## src/rtl/shreg_pkg.sv

```systemverilog
// ============================================================================
//  Module      : shreg_pkg
//  Description : Mode and state encodings shared by the shreg_pe_sr block.
//  Revision    : 1.0 - initial release
// ============================================================================
`default_nettype none

package shreg_pkg;

    localparam logic [2:0] MODE_HOLD = 3'b000;
    localparam logic [2:0] MODE_LOAD = 3'b001;
    localparam logic [2:0] MODE_SHL  = 3'b010;
    localparam logic [2:0] MODE_SHR  = 3'b011;
    localparam logic [2:0] MODE_ROTL = 3'b100;
    localparam logic [2:0] MODE_ROTR = 3'b101;

    typedef enum logic [0:0] {
        ST_IDLE  = 1'b0,
        ST_SHIFT = 1'b1
    } state_t;

endpackage : shreg_pkg

`default_nettype wire

```

## src/rtl/shreg_pe_sr.sv

```systemverilog
// ============================================================================
//  Module      : shreg_pe_sr
//  Description : Parallel-load shift/rotate register with an automatic
//                MSB-first serializer (load + WIDTH shifts, done pulse).
//  Revision    : 1.0 - initial release
// ============================================================================
`default_nettype none

module shreg_pe_sr
    import shreg_pkg::*;
#(
    parameter int               WIDTH   = 8,
    parameter logic [WIDTH-1:0] RST_VAL = '0
) (
    input  logic             clk,
    input  logic             rst,
    input  logic             en,
    input  logic [2:0]       mode,
    input  logic             start,
    input  logic [WIDTH-1:0] d,
    input  logic             sin,
    output logic [WIDTH-1:0] q,
    output logic             so_msb,
    output logic             so_lsb,
    output logic             busy,
    output logic             done
);

    localparam int                 c_cnt_w = $clog2(WIDTH + 1);
    localparam logic [c_cnt_w-1:0] c_last  = c_cnt_w'(WIDTH - 1);

    logic [WIDTH-1:0]   r_q;
    state_t             r_state;
    logic [c_cnt_w-1:0] r_cnt;
    logic               r_done;
    logic [WIDTH-1:0]   w_manual_q;

    // Next value for manual operation while idle; reserved codes hold.
    always_comb begin
        w_manual_q = r_q;
        case (mode)
            MODE_HOLD: w_manual_q = r_q;
            MODE_LOAD: w_manual_q = d;
            MODE_SHL:  w_manual_q = {r_q[WIDTH-2:0], sin};
            MODE_SHR:  w_manual_q = {sin, r_q[WIDTH-1:1]};
            MODE_ROTL: w_manual_q = {r_q[WIDTH-2:0], r_q[WIDTH-1]};
            MODE_ROTR: w_manual_q = {r_q[0], r_q[WIDTH-1:1]};
            default:   w_manual_q = r_q;
        endcase
    end

    always_ff @(posedge clk) begin
        if (rst) begin
            r_q     <= RST_VAL;
            r_state <= ST_IDLE;
            r_cnt   <= '0;
            r_done  <= 1'b0;
        end else if (en) begin
            r_done <= 1'b0;
            case (r_state)
                ST_IDLE: begin
                    if (start) begin
                        r_q     <= d;
                        r_cnt   <= '0;
                        r_state <= ST_SHIFT;
                    end else begin
                        r_q <= w_manual_q;
                    end
                end
                ST_SHIFT: begin
                    r_q   <= {r_q[WIDTH-2:0], sin};
                    r_cnt <= r_cnt + 1'b1;
                    // Counter holds the shifts already done; this edge is shift WIDTH.
                    if (r_cnt == c_last) begin
                        r_state <= ST_IDLE;
                        r_done  <= 1'b1;
                    end
                end
                default: r_state <= ST_IDLE;
            endcase
        end
    end

    assign q      = r_q;
    assign so_msb = r_q[WIDTH-1];
    assign so_lsb = r_q[0];
    assign busy   = (r_state == ST_SHIFT);
    assign done   = r_done;

endmodule : shreg_pe_sr

`default_nettype wire

```

## config.mk

```make
export PLATFORM = sky130hd
export DESIGN_NAME = shreg_pe_sr
export DESIGN_NICKNAME = d
export VERILOG_FILES = /design/src/rtl/shreg_pkg.sv /design/src/rtl/shreg_pe_sr.sv
export SDC_FILE = /design/constraint.sdc
export NUM_CORES = 1
export LEC_CHECK = 0
export BUFFER_PORTS_ARGS = -buffer_cell sky130_fd_sc_hd__clkbuf_2
export CAP_MARGIN = 10
export CORE_MARGIN = 3
export CORE_UTILIZATION = 30
export CTS_CLUSTER_SIZE = 28
export DETAILED_ROUTE_END_ITERATION = 16
export SYNTH_ARGS = -nofsm -noshare
export SYNTH_HDL_FRONTEND = slang
export SYNTH_SLANG_ARGS = --single-unit
```

## constraint.sdc

```tcl
create_clock -name clk -period 2.2 [get_ports clk]
set_input_delay 0.22 -clock clk [delete_from_list [all_inputs] [get_ports clk]]
set_output_delay 0.22 -clock clk [all_outputs]
set_load 0.1 [all_outputs]
```

## After elaboration in Yosys (flattened, before gate mapping)

Index checks and enable logic that the tools add are counted.

| word-level totals | value |
|---|---|
| output and inout bits | 12 |
| logic and storage cells | 26 |
| input port bits | 16 |
| register bits after elaboration | 14 |

| cells by class | value |
|---|---|
| reductions and logical operators | 2 |
| add/subtract/negate cells | 1 |
| equality and inequality tests | 8 |
| mux-type cells | 10 |
| bitwise operators | 1 |

Operators by type and width:

| cell | number |
|---|---|
| $pmux 8 s5 | 1 |
| $pmux 8 s2 | 1 |
| $mux 8 | 1 |
| $pmux 4 s2 | 1 |
| $ne 7x2->1 const B | 1 |
| $eq 3x2->1 const B | 2 |
| $eq 3x3->1 const B | 2 |
| $add 4x1->4 const B | 1 |
| $eq 4x3->1 const B | 1 |
| $mux 1 | 4 |
| $mux 4 | 1 |
| $reduce_and 2->1 | 2 |
| $eq 3x1->1 const B | 1 |
| $ne 2x2->1 const B | 1 |
| $pmux 1 s2 | 1 |
| $not 1->1 | 1 |

## Longest topological paths before layout

Gate-level depths: netlist (run 1).

| logic depth | value |
|---|---|
| depth after elaboration | 4 |
| gate-level depth with buffers | 7 |
| mapped depth without buffers | 5 |

## Worst setup path after synthesis (run 1)

No wires, ideal clock.

| path | value |
|---|---|
| kind | flip-flop to flip-flop |
| start point | reg r_state (netlist: busy) |
| end point | reg r_q[6] (netlist: q[6]) |
| buffers on the path | 1 |
| library setup time | 0.091 ns |
| cell stages (with the launch flop) | 5 |
| path slack | 0.120 ns |
| arrival | 1.989 ns |
| cell sequence | dfxtp_1 -> buf_4 -> nor4_1 -> a22oi_1 -> a311oi_1 |

| between the ends | value |
|---|---|
| cells in the longest elaborated chain, start to end | 3 |

Ends and longest elaborated chain:

| item | RTL line | source |
|---|---|---|
| start, declared | shreg_pe_sr.sv:33 | `state_t r_state;` |
| start signal, assigned | shreg_pe_sr.sv:55 | `r_state <= ST_IDLE;` |
| start signal, assigned | shreg_pe_sr.sv:65 | `r_state <= ST_SHIFT;` |
| start signal, assigned | shreg_pe_sr.sv:75 | `r_state <= ST_IDLE;` |
| $not 1->1 | - |  |
| $ne 7x2->1 (no source line) | - |  |
| $reduce_and 2->1 (no source line) | - |  |
| end signal, assigned | shreg_pe_sr.sv:67 | `r_q <= w_manual_q;` |
| end signal, assigned | shreg_pe_sr.sv:71 | `r_q <= {r_q[WIDTH-2:0], sin};` |
| end, declared | shreg_pe_sr.sv:32 | `logic [WIDTH-1:0] r_q;` |

Several ways; a longest one is shown, not always the timed one.
A chain may end at the register's enable or synchronous reset.

## Final worst setup path (run 1)

| path | value |
|---|---|
| start point | reg r_state (netlist: busy) |
| end point | reg r_q[3] (netlist: q[3]) |

The elaborated chain is that of the path after synthesis.

==> results.sh, run 1 <==
export IMPL_run_status="finished clean"
export IMPL_regArea_um2=280
export IMPL_post_synthesis_to_final_layout_area_growth_pct=17.7
export IMPL_routed_wl_um=2120
export IMPL_period_minus_slack_ns=1.88
export IMPL_postSynthCellCount=100
export IMPL_cts_max_path_buffers=2
export IMPL_max_frequency_mhz=531
export IMPL_report_final_setup_viol=0
export IMPL_critical_path_required_ns=2.39
export IMPL_hold_buffers=0
export IMPL_fp_dieArea_mm2=0.00342
export IMPL_rsz0062_at_grt="no"
export IMPL_grt_first_pass_wirelength_um=3610
export IMPL_rows=18
export IMPL_cellLeakagePower_nw=0.399
export IMPL_multiInputGateArea_um2=454
export IMPL_fin_tns_setup_ns=0
export IMPL_initialDrtViolationCount=24
export IMPL_final_max_slew_viol_count=0
export IMPL_dp_hpwl_um=1540
export IMPL_worst_slew_margin_rel_pct=35.1
export IMPL_global_route_overflow_total=0
export IMPL_cts_root_buf="clkbuf_4"
export IMPL_postSynthRegisterBits=14
export IMPL_endpoint_kind="register"
export IMPL_cts_post_setup_buffers_inserted=0
export IMPL_routed_via_count=845
export IMPL_timing_setup_critical_path_class="register to register"
export IMPL_detail_route_wl_per_cell_um=13.8
export IMPL_synth_net_count=117
export IMPL_most_common_layout_cells="clkbuf_2, dfxtp_1, a21oi_1, nand2_1"
export IMPL_die_x_um=58.5
export IMPL_firstDrtPassIters=4
export IMPL_routed_via_density=5.52
export IMPL_layout_commonest_cell="clkbuf_2"
export IMPL_critical_path_max_fanout=11
export IMPL_yosysSeqAreaShare_pct=33.9
export IMPL_synth_warnings=0
export IMPL_post_cts_clock_slew_at_the_launch_and_capture_registers_of_the_worst_setup_and_hold_paths_ns=0.09
export IMPL_floorplan_io_pins=28
export IMPL_final_hold_viol_count=0
export IMPL_mean_cell_area_of_the_mapped_netlist_um2=8.27
export IMPL_core_area_mm2=0.00254
export IMPL_drive_gt1_share_pct=28.5
export IMPL_finalInstanceArea_um2=973
export IMPL_dp_cells=149
export IMPL_grt_antenna_before_repair=0
export IMPL_ir_worst_vdd_uv=425
export IMPL_tritoncts="yes"
export IMPL_buffer_ports_inserted=27
export IMPL_cts_resized=0
export IMPL_power_density_mw_per_mm2=741
export IMPL_grt_pass1_vias=781
export IMPL_ant_nets=0
export IMPL_fin_crit_sh_pct=85.5
export IMPL_track_usage_pct=13.8
export IMPL_die_y_um=58.5
export IMPL_hold_path_class="input pin to register"
export IMPL_fillers=276
export IMPL_floorplan_initialDensity_pct=32.5
export IMPL_htreeDepth=1
export IMPL_postPlaceCellArea_um2=937
export IMPL_layoutNonFillerInstCount=153
export IMPL_timing_critical_path_arrival_ns=2.07
export IMPL_routability_congestion_estimate_from_global_placement=0.838
export IMPL_slew_at_the_pin_closest_to_its_max_slew_limit_ns=0.964
export IMPL_drc=0
export IMPL_synthDistinctLibCells=33
export IMPL_cts_sinks=14
export IMPL_start_kind="register"
export IMPL_total_inserted_antenna_cells=0
export IMPL_grt_start_max_net_pins=17
export IMPL_maxCapViolCount=0
export IMPL_syn_area_um2=827
export IMPL_fin_skew_ns=0.00332
export IMPL_cts_buffers_inserted=3
export IMPL_clock_latency_ns=0.28
export IMPL_core_util_final_pct=38.2
export IMPL_post_route_worst_setup_slack_ns=0.318
export IMPL_dp_worst_setup_slack_ns=0.269
export IMPL_num_nets_final=141
final cells by class:
class | instances | area share, %
multi-input cells | 71 | 46.7
flip-flops and latches | 14 | 28.8
repair buffers | 28 | 14.7
well taps | 30 | 3.86
clock buffers | 4 | 3.73
inverters | 6 | 2.31
synthesized netlist by cell type (all sizes together):
library cell,instances,area share [%]
o21a,1,0.91
nand3b,3,2.7
or3,1,0.76
ha,1,1.5
o21ai,1,0.60
a32oi,1,1.1
buf,8,8.0
or2,1,0.76
dfxtp,14,34
nand2b,1,0.76
nand2,8,3.6
nor2b,2,1.5
a311oi,6,6.4
mux2,1,1.4
clkbuf,1,0.45
xnor2,1,1.1
o31ai,1,0.91
nand4,1,0.76
a22oi,7,6.4
nor4,1,0.76
o2111ai,2,2.1
nor2,7,3.2
nor3,4,2.4
and2,1,1.1
a221oi,2,2.1
a211o,1,1.1
o32ai,2,2.1
inv,6,2.7
a21oi,11,6.7
nand3,1,0.60
o211ai,2,1.8
path summary, 6_finish.rpt:
check	start	to	slack [ns]	depth (start not counted)
worst max-delay path	busy	q[3]	0.32	3
worst min-delay path	d[0]	q[0]	0.26	3
worst max register to register	busy	q[3]	0.32	3
worst min register to register	done	done	0.50	2
routing by layer:
metal / part of all wire (%) / vias to the layer above / global-route usage (%)
li1: - / 428 / -
met1: 50 / 384 / 19.8
met2: 43 / 29 / 20.1
met3: 5.7 / 4 / 1.97
met4: 1.2 / 0 / 6.95
met5: 0 / - / 0
power by group:
part / total (W) / internal [W] / leakage, nW / switching [W]
logic: 0.000243 / 0.0000545 / 0.264 / 0.000188
clock network: 0.000190 / 0.000101 / 0.0210 / 0.0000895
registers: 0.000288 / 0.000268 / 0.115 / 0.0000196
total: 0.000721 / 0.000424 / 0.399 / 0.000297
registers in the layout, summed over array words and instances, names as in the netlist:
name   cells
r_cnt      4
q          8
done       1
busy       1
per-stage QoR:
step	power (W)	hold slack, ns
finish	0.000721	0.257
global route	0.000755	0.279
CTS	0.000726	0.260
detailed placement	0.000537	0.486
global placement	0.000535	0.479
floorplan	0.000495	0.292
critical path, cell delays in order (launching register included):
cell and delay [ns]:
dfxtp_1 0.42, nor4_1 0.87, a22oi_1 0.21, a311oi_1 0.29
logic make-up after synthesis:
logic type / Yosys count / synth area share (%)
flops: 14 / 33.9
xor+xnor: 1 / 1.06
compound gates: 37 / 32.1
fa+ha+maj: 1 / 1.51
buf+inv: 15 / 11.2
simple gates: 31 / 18.9
mux: 1 / 1.36
Power figures use the tool's default switching activity.
==> run 2: changes to the inputs <==
Settings changed: ABC_AREA from default to 1.
==> run 2 against run 1 <==
  * Design area up 17%
  * Register-to-register slack improved by 0.35 ns
  * Non-clock buffer count fell by 1
  * Final cell count grew 42%
  * Largest power group unchanged
  * Critical path depth is 2 lower
  * Largest cell class unchanged
  * Critical endpoint is now busy
  * Clock skew grew 0.00080 ns
  * Highest routed layer unchanged
==> results.sh, run 2 <==
export IMPL_r2r_worst_path_cells=6
export IMPL_critical_path_required_ns=1.98
export IMPL_timing_critical_path_arrival_ns=1.46
export IMPL_run_status="finished clean"
export IMPL_detail_route_wl_per_cell_um=10.9
export IMPL_post_synth_top_count_cell="nand2_1"
export IMPL_postSynthCellCount=148
export IMPL_cts_max_path_buffers=2
export IMPL_cts_post_setup_buffers_inserted=0
export IMPL_crit_slowest_cell="dfxtp_1"
export IMPL_dominantRegCellSynth="dfxtp_1"
export IMPL_firstDrtPassIters=4
export IMPL_fin_tns_setup_ns=0
export IMPL_htreeDepth=1
export IMPL_tritoncts="yes"
export IMPL_critical_path_max_fanout=15
export IMPL_num_nets_final=192
export IMPL_initialDrtViolationCount=62
export IMPL_die_x_um=62.9
export IMPL_maxCapViolCount=0
export IMPL_post_cts_clock_slew_at_the_launch_and_capture_registers_of_the_worst_setup_and_hold_paths_ns=0.08
export IMPL_routed_via_density=4.69
export IMPL_fp_dieArea_mm2=0.00396
export IMPL_fin_crit_sh_pct=76.4
export IMPL_hold_path_class="input pin to register"
export IMPL_core_util_final_pct=37.1
export IMPL_start_kind="register"
export IMPL_most_common_layout_cells="nand2_1, clkbuf_2, inv_1, a21oi_1, dfxtp_1"
export IMPL_routability_congestion_estimate_from_global_placement=0.881
export IMPL_global_route_overflow_total=0
export IMPL_yosys_top_cells_area="dfxtp_1, nand2_1, a21oi_1"
export IMPL_synth_net_count=165
export IMPL_synth_area_leader_cell="dfxtp_1"
export IMPL_slew_at_the_pin_closest_to_its_max_slew_limit_ns=0.542
export IMPL_dp_worst_setup_slack_ns=0.698
export IMPL_layout_commonest_cell="nand2_1"
export IMPL_cts_sinks=14
export IMPL_largest_register_ffs=8
export IMPL_max_frequency_mhz=595
export IMPL_netlist_top_cells_count="nand2_1, inv_1, a21oi_1, dfxtp_1, nand3_1"
export IMPL_synthDistinctLibCells=23
export IMPL_clock_latency_ns=0.27
export IMPL_post_route_worst_setup_slack_ns=0.520
export IMPL_syn_area_um2=972
export IMPL_grt_first_pass_wirelength_um=4200
export IMPL_cts_resized=0
export IMPL_final_max_slew_viol_count=0
export IMPL_total_inserted_antenna_cells=0
export IMPL_endpoint_kind="output port"
export IMPL_cts_buffers_inserted=3
export IMPL_timing_setup_critical_path_class="register to output port"
export IMPL_grt_antenna_before_repair=0
export IMPL_dp_hpwl_um=1840
export IMPL_ir_worst_vdd_uv=221
export IMPL_track_usage_pct=12.8
export IMPL_path_depth=1
export IMPL_reg2reg_slack_ns=0.67
export IMPL_die_y_um=62.9
export IMPL_yosysSeqAreaShare_pct=28.8
export IMPL_floorplan_initialDensity_pct=31.6
export IMPL_buffer_ports_inserted=27
export IMPL_drive_gt1_share_pct=24.9
export IMPL_worst_hold_slack_ns=0.200
export IMPL_mean_cell_area_of_the_mapped_netlist_um2=6.57
export IMPL_number_of_synthesized_flops_with_an_enable_pin=0
export IMPL_multiInputGateArea_um2=574
export IMPL_worstSetupStartpoint="busy"
export IMPL_routed_wl_um=2370
export IMPL_fillers=361
export IMPL_synthArstFlopShare_pct=0
export IMPL_report_final_setup_viol=0
export IMPL_final_hold_viol_count=0
export IMPL_grt_pass1_vias=902
export IMPL_timing_critical_path_max_delay_family="flip-flops"
export IMPL_cts_root_buf="clkbuf_4"
export IMPL_period_minus_slack_ns=1.68
export IMPL_crit_path_end="busy"
export IMPL_fin_skew_ns=0.00412
export IMPL_worst_slew_margin_rel_pct=64.0
export IMPL_r2r_end="q[1]"
export IMPL_floorplan_io_pins=28
export IMPL_core_area_mm2=0.00308
export IMPL_power_density_mw_per_mm2=618
export IMPL_cellLeakagePower_nw=0.520
export IMPL_crit_buf_inv=1
export IMPL_hold_buffers=0
export IMPL_ant_nets=0
export IMPL_routed_via_count=1018
export IMPL_drc=0
export IMPL_synth_warnings=0
export IMPL_rsz0062_at_grt="no"
export IMPL_post_synthesis_to_final_layout_area_growth_pct=17.5
export IMPL_synth_top_area_share_pct=28.8
export IMPL_rows=20
export IMPL_postSynthRegisterBits=14
export IMPL_critical_path_cell_chain="clkbuf_2"
export IMPL_r2r_start="busy"
export IMPL_regArea_um2=280
export IMPL_grt_start_max_net_pins=17
export IMPL_worst_path_max_stage_delay_ns=0.64
## run 2: kinds of logic after synthesis
logic type | count (synthesis) | share of synthesized area, %
adders and majority gates | 1 | 1.29
DFF | 14 | 28.8
and+or+nand+nor | 73 | 32.9
buffers and inverters | 25 | 12.1
AOI/OAI and AO/OA | 35 | 24.8
## run 2: stage by stage
stage,power (W),area [um2],instances
global route,0.000748,1140,217
floorplan,0.000518,972,148
global placement,0.000570,1120,214
detailed placement,0.000568,1120,214
CTS,0.000717,1140,217
finish,0.000706,1140,217
## run 2: how the worst min path moves through the flow
stage                         from  endpoint  slack [ns]  cells past startpoint
after floorplan                rst      q[0]        0.29                      1
after global placement    r_cnt[1]  r_cnt[1]        0.47                      2
after detailed placement  r_cnt[1]  r_cnt[1]        0.48                      2
after CTS                      rst      q[7]        0.18                      2
after global routing           rst  r_cnt[1]        0.19                      2
final                          rst  r_cnt[1]        0.20                      2
## run 2: routing by layer
layer | global-route usage, % | wire [um] | part of all wire [%] | vias to the layer above
met5 | 0 | 0 | 0 | -
met4 | 3.31 | 10 | 0.42 | 0
met3 | 2.34 | 97 | 4.1 | 2
met2 | 19.2 | 1030 | 44 | 22
met1 | 18.6 | 1230 | 52 | 454
li1 | - | - | - | 540
## run 2: final cells by class
class | instances | area share [%]
Sequential cell | 14 | 24.5
Timing Repair Buffer | 27 | 11.8
Clock buffer | 3 | 1.97
Multi-Input combinational cell | 109 | 50.3
Tap cell | 44 | 4.82
Inverter | 20 | 6.57
## run 2: power by group
part	internal, W	total [W]	switching (W)
Combinational	0.0000590	0.000270	0.000210
Clock	0.0000633	0.000144	0.0000802
Sequential	0.000269	0.000293	0.0000241
Total	0.000391	0.000706	0.000315
